### config.mk
export PLATFORM = sky130hd
export DESIGN_NAME = counter_16_monitor
export DESIGN_NICKNAME = d
export VERILOG_FILES = /design/src/rtl/counter_16_monitor_pkg.sv /design/src/rtl/counter_16_monitor_model.sv /design/src/rtl/counter_16_monitor.sv
export SDC_FILE = /design/constraint.sdc
export NUM_CORES = 1
export LEC_CHECK = 0
export CELL_PAD_IN_SITES_DETAIL_PLACEMENT = 1
export CELL_PAD_IN_SITES_GLOBAL_PLACEMENT = 1
export CORE_MARGIN = 1.5
export CORE_UTILIZATION = 37
export CTS_BUF_LIST = sky130_fd_sc_hd__clkbuf_8
export DETAILED_ROUTE_END_ITERATION = 10
export HOLD_SLACK_MARGIN = 0.1
export PLACE_DENSITY_LB_ADDON = 0.1
export SLEW_MARGIN = 15
export SYNTH_ARGS = -nofsm -noshare
export SYNTH_HDL_FRONTEND = slang
export SYNTH_HIERARCHICAL = 1
export SYNTH_SLANG_ARGS = --single-unit
### constraint.sdc
create_clock -name CLK -period 2.6 [get_ports CLK]
set_input_delay 0.39 -clock CLK [delete_from_list [all_inputs] [get_ports CLK]]
set_output_delay 0.39 -clock CLK [all_outputs]
set_load 0.005 [all_outputs]
### src/rtl/counter_16_monitor_pkg.sv
// Shared definitions for the 16-bit cascaded counter monitor: FSM and MODO
// encodings plus the golden next-value / wrap-detect step function.
package counter_16_monitor_pkg;

    typedef enum logic [1:0] {
        ST_IDLE  = 2'd0,
        ST_SYNC  = 2'd1,
        ST_CHECK = 2'd2,
        ST_HALT  = 2'd3
    } mon_state_t;

    typedef enum logic [1:0] {
        MODO_UP   = 2'b00,
        MODO_DN1  = 2'b01,
        MODO_DN3  = 2'b10,
        MODO_LOAD = 2'b11
    } modo_t;

    localparam int unsigned STEP_W = 32;

    typedef struct packed {
        logic              wrap;
        logic [STEP_W-1:0] nxt;
    } step_t;

    // Values are masked to w bits, so one function serves any WIDTH up to 32.
    function automatic step_t model_step(
        input logic [STEP_W-1:0] m,
        input logic [STEP_W-1:0] d,
        input logic              enb,
        input modo_t             modo,
        input int unsigned       w
    );
        logic [STEP_W-1:0] mask;
        logic [STEP_W-1:0] mm;
        step_t             r;
        mask   = (w >= STEP_W) ? '1 : ((STEP_W'(1) << w) - STEP_W'(1));
        mm     = m & mask;
        r.wrap = 1'b0;
        r.nxt  = '0;
        if (enb) begin
            unique case (modo)
                MODO_UP: begin
                    r.wrap = (mm == mask);
                    r.nxt  = (mm + STEP_W'(1)) & mask;
                end
                MODO_DN1: begin
                    r.wrap = (mm == '0);
                    r.nxt  = (mm - STEP_W'(1)) & mask;
                end
                MODO_DN3: begin
                    r.wrap = (mm < STEP_W'(3));
                    r.nxt  = (mm - STEP_W'(3)) & mask;
                end
                MODO_LOAD: begin
                    r.nxt  = d & mask;
                end
            endcase
        end
        return r;
    endfunction

endpackage

### src/rtl/counter_16_monitor_model.sv
// Golden count model: the M register, its next-value logic and wrap detect.
module count_model
    import counter_16_monitor_pkg::*;
#(
    parameter int unsigned WIDTH = 16
) (
    input  logic             CLK,
    input  logic             RST,
    input  logic             load,
    input  logic [WIDTH-1:0] load_val,
    input  logic             run,
    input  logic             enb,
    input  logic [1:0]       modo,
    input  logic [WIDTH-1:0] d,
    output logic [WIDTH-1:0] m,
    output logic             wrap
);

    step_t step;

    always_comb begin
        step = model_step(STEP_W'(m), STEP_W'(d), enb, modo_t'(modo), WIDTH);
        wrap = run && step.wrap;
    end

    if (WIDTH < STEP_W) begin : g_hi
        logic unused_hi;
        assign unused_hi = ^step.nxt[STEP_W-1:WIDTH];
    end

    always_ff @(posedge CLK or posedge RST) begin
        if (RST) begin
            m <= '0;
        end else if (load) begin
            m <= load_val;
        end else if (run) begin
            m <= step.nxt[WIDTH-1:0];
        end
    end

endmodule

### src/rtl/counter_16_monitor.sv
// Cycle-accurate checker for the 16-bit cascaded counter: FSM, expected-value
// pipe, comparator and saturating mismatch/wrap counters.
module counter_16_monitor
    import counter_16_monitor_pkg::*;
#(
    parameter int unsigned WIDTH       = 16,
    parameter int unsigned LAT         = 1,
    parameter int unsigned CNT_W       = 16,
    parameter bit          STOP_ON_ERR = 1'b0
) (
    input  logic             CLK,
    input  logic             RST,
    input  logic             ARM,
    input  logic             ENB,
    input  logic [1:0]       MODO,
    input  logic [WIDTH-1:0] D,
    input  logic [WIDTH-1:0] Q,
    output logic             CHK_VALID,
    output logic             ERR,
    output logic [CNT_W-1:0] ERR_CNT,
    output logic [CNT_W-1:0] WRAP_CNT,
    output logic [WIDTH-1:0] FIRST_EXP,
    output logic [WIDTH-1:0] FIRST_GOT,
    output logic [1:0]       STATE
);

    mon_state_t       state_q, state_d;
    logic [2:0]       fill_q, fill_d;
    logic             arm_load, run, cmp;
    logic             mismatch, wrap;
    logic [WIDTH-1:0] m, exp_val;

    logic             err_q;
    logic [CNT_W-1:0] err_cnt_q, wrap_cnt_q;
    logic [WIDTH-1:0] first_exp_q, first_got_q;

    count_model #(.WIDTH(WIDTH)) u_model (
        .CLK      (CLK),
        .RST      (RST),
        .load     (arm_load),
        .load_val (Q),
        .run      (run),
        .enb      (ENB),
        .modo     (MODO),
        .d        (D),
        .m        (m),
        .wrap     (wrap)
    );

    // EXP is M delayed by LAT-1 run edges; the pipe is frozen outside SYNC/CHECK.
    if (LAT > 1) begin : g_pipe
        logic [WIDTH-1:0] pipe [LAT-1];
        always_ff @(posedge CLK or posedge RST) begin
            if (RST) begin
                for (int unsigned i = 0; i < LAT - 1; i++) pipe[i] <= '0;
            end else if (run) begin
                pipe[0] <= m;
                for (int unsigned i = 1; i < LAT - 1; i++) pipe[i] <= pipe[i-1];
            end
        end
        assign exp_val = pipe[LAT-2];
    end else begin : g_nopipe
        assign exp_val = m;
    end

    assign mismatch = (Q != exp_val);

    always_comb begin
        state_d  = state_q;
        fill_d   = fill_q;
        arm_load = 1'b0;
        run      = 1'b0;
        cmp      = 1'b0;
        if (!ARM) begin
            state_d = ST_IDLE;
        end else begin
            unique case (state_q)
                ST_IDLE: begin
                    state_d  = ST_SYNC;
                    arm_load = 1'b1;
                    fill_d   = 3'(LAT);
                end
                ST_SYNC: begin
                    run    = 1'b1;
                    fill_d = fill_q - 3'd1;
                    if (fill_q == 3'd1) state_d = ST_CHECK;
                end
                ST_CHECK: begin
                    run = 1'b1;
                    cmp = 1'b1;
                    if (mismatch && STOP_ON_ERR) state_d = ST_HALT;
                end
                ST_HALT: begin
                end
            endcase
        end
    end

    always_ff @(posedge CLK or posedge RST) begin
        if (RST) begin
            state_q <= ST_IDLE;
            fill_q  <= '0;
        end else begin
            state_q <= state_d;
            fill_q  <= fill_d;
        end
    end

    always_ff @(posedge CLK or posedge RST) begin
        if (RST) begin
            err_q       <= 1'b0;
            err_cnt_q   <= '0;
            wrap_cnt_q  <= '0;
            first_exp_q <= '0;
            first_got_q <= '0;
        end else if (arm_load) begin
            err_q       <= 1'b0;
            err_cnt_q   <= '0;
            wrap_cnt_q  <= '0;
            first_exp_q <= '0;
            first_got_q <= '0;
        end else begin
            if (cmp && mismatch) begin
                err_q <= 1'b1;
                if (err_cnt_q != '1) err_cnt_q <= err_cnt_q + 1'b1;
                if (!err_q) begin
                    first_exp_q <= exp_val;
                    first_got_q <= Q;
                end
            end
            if (wrap && (wrap_cnt_q != '1)) wrap_cnt_q <= wrap_cnt_q + 1'b1;
        end
    end

    assign CHK_VALID = (state_q == ST_CHECK);
    assign ERR       = err_q;
    assign ERR_CNT   = err_cnt_q;
    assign WRAP_CNT  = wrap_cnt_q;
    assign FIRST_EXP = first_exp_q;
    assign FIRST_GOT = first_got_q;
    assign STATE     = state_q;

endmodule
==> run_results.csv <==
group,metric,value,unit
synth,yosys_warnings,6,
setup_path,worst_ep_arrival_time,2770,ps
final_layout,antenna_cells,0,
floorplanning,dieArea,0.01647,mm^2
setup_path,cp_top_family,"simple AND/OR/NAND/NOR gates",
sta,finalCritPeriodShare,0.9677,
synth,async_reset_ff_frac,1.000,
synth,yosysTopAreaCell,"dfrtp_1",
synth,ys_types,61,
sta,skew,13.60,ps
clock_network,cts_tree,"done",
place,gp_congestion,0.9181,
floorplanning,io_pins,106,
synth,syn_area,0.005813,mm^2
global_routing,grt_pass1_wl,33060,um
synth,yosys-top-cells-area,"dfrtp_1 37%, xor2_1 6.2%, a21oi_1 6.0%",
drt,routed_wl,20500,um
setup_path,reg2reg_depth,11,
sta,hold_viol,0,
pwr,power.switching,2.574,mW
setup_path,cp_max_fo,5,
pwr,p_seq_frac,0.300,
setup_path,worstPathRequired,2860,ps
sta,setup_violations,0,
place,hpwlAfterDp,15150,um
sta,rsz0062_at_grt,"yes",
sta,worstMarginPinSlew,734.2,ps
floorplanning,die_w,128.3,um
pwr,p_leak,3.032,nW
place,dp_cells,1022,
setup_path,reg2reg_slack,80,ps
drt,drt_iter0_markers,366,
setup_path,crit_top_cell,"buf_4",
pwr,ir_drop,0.3825,mV
hold_path,hold_class,"primary input to async pin",
sta,relSlewSlack,0.5100,
setup_path,cp_cell_sequence,"or4_4 > nor2_4 > a41oi_1 > nor3b_2 > buf_4 > nand2_1 > nor4_2 > buf_4 > nand4_1 > xor2_1 > nor2_1",
pwr,clkPwrFrac,0.195,
synth,post-synth-top-count-cell,"dfrtp_1",
pwr,internal-power,3.537,mW
clock_network,clock_latency,380,ps
final_layout,nets,873,
setup_path,critPathCaptureType,"flip-flop",
sta,hold_ws,458.2,ps
floorplanning,core,0.01526,mm^2
place,place_area,0.007426,mm^2
setup_path,cpMaxStageDelayCell,"or4_4",
setup_path,cpPeakStageDelay,570,ps
floorplanning,row_count,45,
clock_network,clock-sinks,86,
sta,fin_setup_tns,0,ps
synth,synthFlopType,"dfrtp_1",
drt,first_pass_iters,4,
synth,synth_top_area_share,0.3702,
pwr,p_total,6.111,mW
pwr,power.density,789.5,mW/mm^2
final_layout,area_growth,33.17,%
final_layout,layout-drive-gt1-share,0.1361,
global_routing,grt_usage,0.2556,
setup_path,crit_buf_inv,2,
floorplanning,start_util,0.3810,
setup_path,regToRegStartpoint,"u_model/m[2]$_DFFE_PP0P_",
clock_network,htree_levels,3,
synth,netlist_top_cells_count,"86 x dfrtp_1, 70 x a21oi_1, 70 x o21ai_0, 59 x nand3_1, 45 x nand2_1",
setup_path,start_kind,"flip-flop",
synth,ys_seq_area_frac,0.3702,
synth,syn_avg_cell_area,8.376,um^2
synth,synth_cells,694,
synth,yosys_register_bits,86,
drt,num_vias,5943,
final_layout,fillers,1795,
final_layout,postLayoutCellArea,0.007741,mm^2
setup_path,path_class,"flip-flop to flip-flop",
pwr,combPwrFrac,0.505,
pwr,netSwitchingFraction,0.4213,
clock_network,clk_path_buf_depth,2,
global_routing,grt_pass1_vias,6138,
global_routing,grt_start_max_net_pins,80,
synth,synth_nets,742,
synth,synth-edff-count,0,
global_routing,antenna_found_initial,0,
drt,remaining_drc_errors,0,
global_routing,grt-ovfl-total,0,
drt,ant_nets,0,
setup_path,r2r_end,"WRAP_CNT[15]$_DFFE_PP0P_",
job,maxCapViolCount,0,
final_layout,fin_cells,1041,
clock_network,clkSlewWorstSetupHoldPaths,90,ps
setup_path,crit_path_start,"u_model/m[2]$_DFFE_PP0P_",
drt,avgRoutedWirePerCell,19.69,um
sta,min_period,2516,ps
drt,vias_per_cell,5.709,
run_status,status,"completed",
clock_network,cts_buffers,9,
sta,fmax,397.5,MHz
place,portBuffers,105,
floorplanning,die_h,128.3,um
clock_network,clock-root-buffer,"clkbuf_8",
sta,final_max_slew_viol_count,0,
cells in the final DEF (no fill, tap or decap), types with 4 or more instances in the layout:
master	count
a21oi_1	70
a221oi_1	5
a31oi_1	4
and2_1	6
and3_1	8
and4_1	7
buf_4	67
clkbuf_8	10
clkdlybuf4s50_1	105
dfrtp_1	86
ha_1	8
inv_1	13
mux2i_1	4
nand2_1	45
nand2b_1	5
nand3_1	59
nand4_1	18
nor2_1	41
nor2b_1	6
nor3_1	12
nor3b_1	7
nor4_1	14
o21ai_0	70
o31ai_1	13
or3_1	12
or4_1	12
xnor2_1	17
xor2_1	41
timing repair:
item,in CTS,in global routing
pin swaps,0,3
hold buffers,0,0
setup endpoints to repair,4,7
gates resized for setup,2,8
buffers inserted,0,3
worst max-delay path by stage:
stage,to,cells past startpoint
floorplan,u_model/m[12]$_DFFE_PP0P_,13
global placement,WRAP_CNT[15]$_DFFE_PP0P_,14
detailed placement,u_model/m[10]$_DFFE_PP0P_,11
CTS,WRAP_CNT[15]$_DFFE_PP0P_,11
global route,WRAP_CNT[15]$_DFFE_PP0P_,11
finish,WRAP_CNT[15]$_DFFE_PP0P_,11
flip-flops by register name, indices dropped and copies added, names as in the netlist:
register   cells
ERR_CNT       16
ERR            1
FIRST_GOT     16
WRAP_CNT      16
fill_q         3
STATE          2
FIRST_EXP     16
u_model/m     16
power by group through the flow:
| stage | Sequential [mW] | Combinational, mW | Clock [mW] |
|---|---|---|---|
| 3_3_place_gp | 1.84 | 2.90 | 0 |
| 2_1_floorplan | 1.82 | 1.72 | 0 |
| 3_5_place_dp | 1.85 | 2.98 | 0 |
| 4_1_cts | 1.83 | 3.00 | 1.22 |
| 6_report | 1.83 | 3.08 | 1.19 |
| 5_1_grt | 1.86 | 3.34 | 1.26 |
per-layer routing:
layer	routed length, um	vias up	global-route usage
met3	631	30	0.02370
met5	0	-	0
met4	450	0	0.09385
met2	10170	133	0.4418
met1	9248	2989	0.3343
li1	-	2791	-
stage by stage:
step | setup WS, ps | utilization
2_1_floorplan | 9.208 | -
5_1_grt | -30.75 | 0.5073
3_3_place_gp | -207.5 | 0.4867
4_1_cts | 40.42 | 0.5032
6_report | 84.03 | 0.5073
3_5_place_dp | -349.7 | 0.4867
logic make-up (layout without fill, tap and decap cells):
kind of cell	after synthesis	count (layout)	share of synthesized area
AND/OR/NAND/NOR	272	272	0.2619
AO/OA/AOI/OAI	194	194	0.1985
flip-flops	86	86	0.3702
buffers and inverters	70	206	0.05359
XOR/XNOR	58	58	0.08739
adder cells (fa/ha/maj)	10	10	0.02152
multiplexers	4	4	0.006888
area by class of cell:
cell class	instances	area, um^2	area share
Sequential cell	86	2152	0.2780
Multi-Input combinational cell	538	3401	0.4393
Timing Repair Buffer	176	1625	0.2100
Tap cell	211	264.0	0.03410
Clock buffer	10	137.6	0.01778
Clock inverter	6	108.9	0.01406
Inverter	14	52.55	0.006788
No activity file was read; power rests on OpenSTA's default activity.
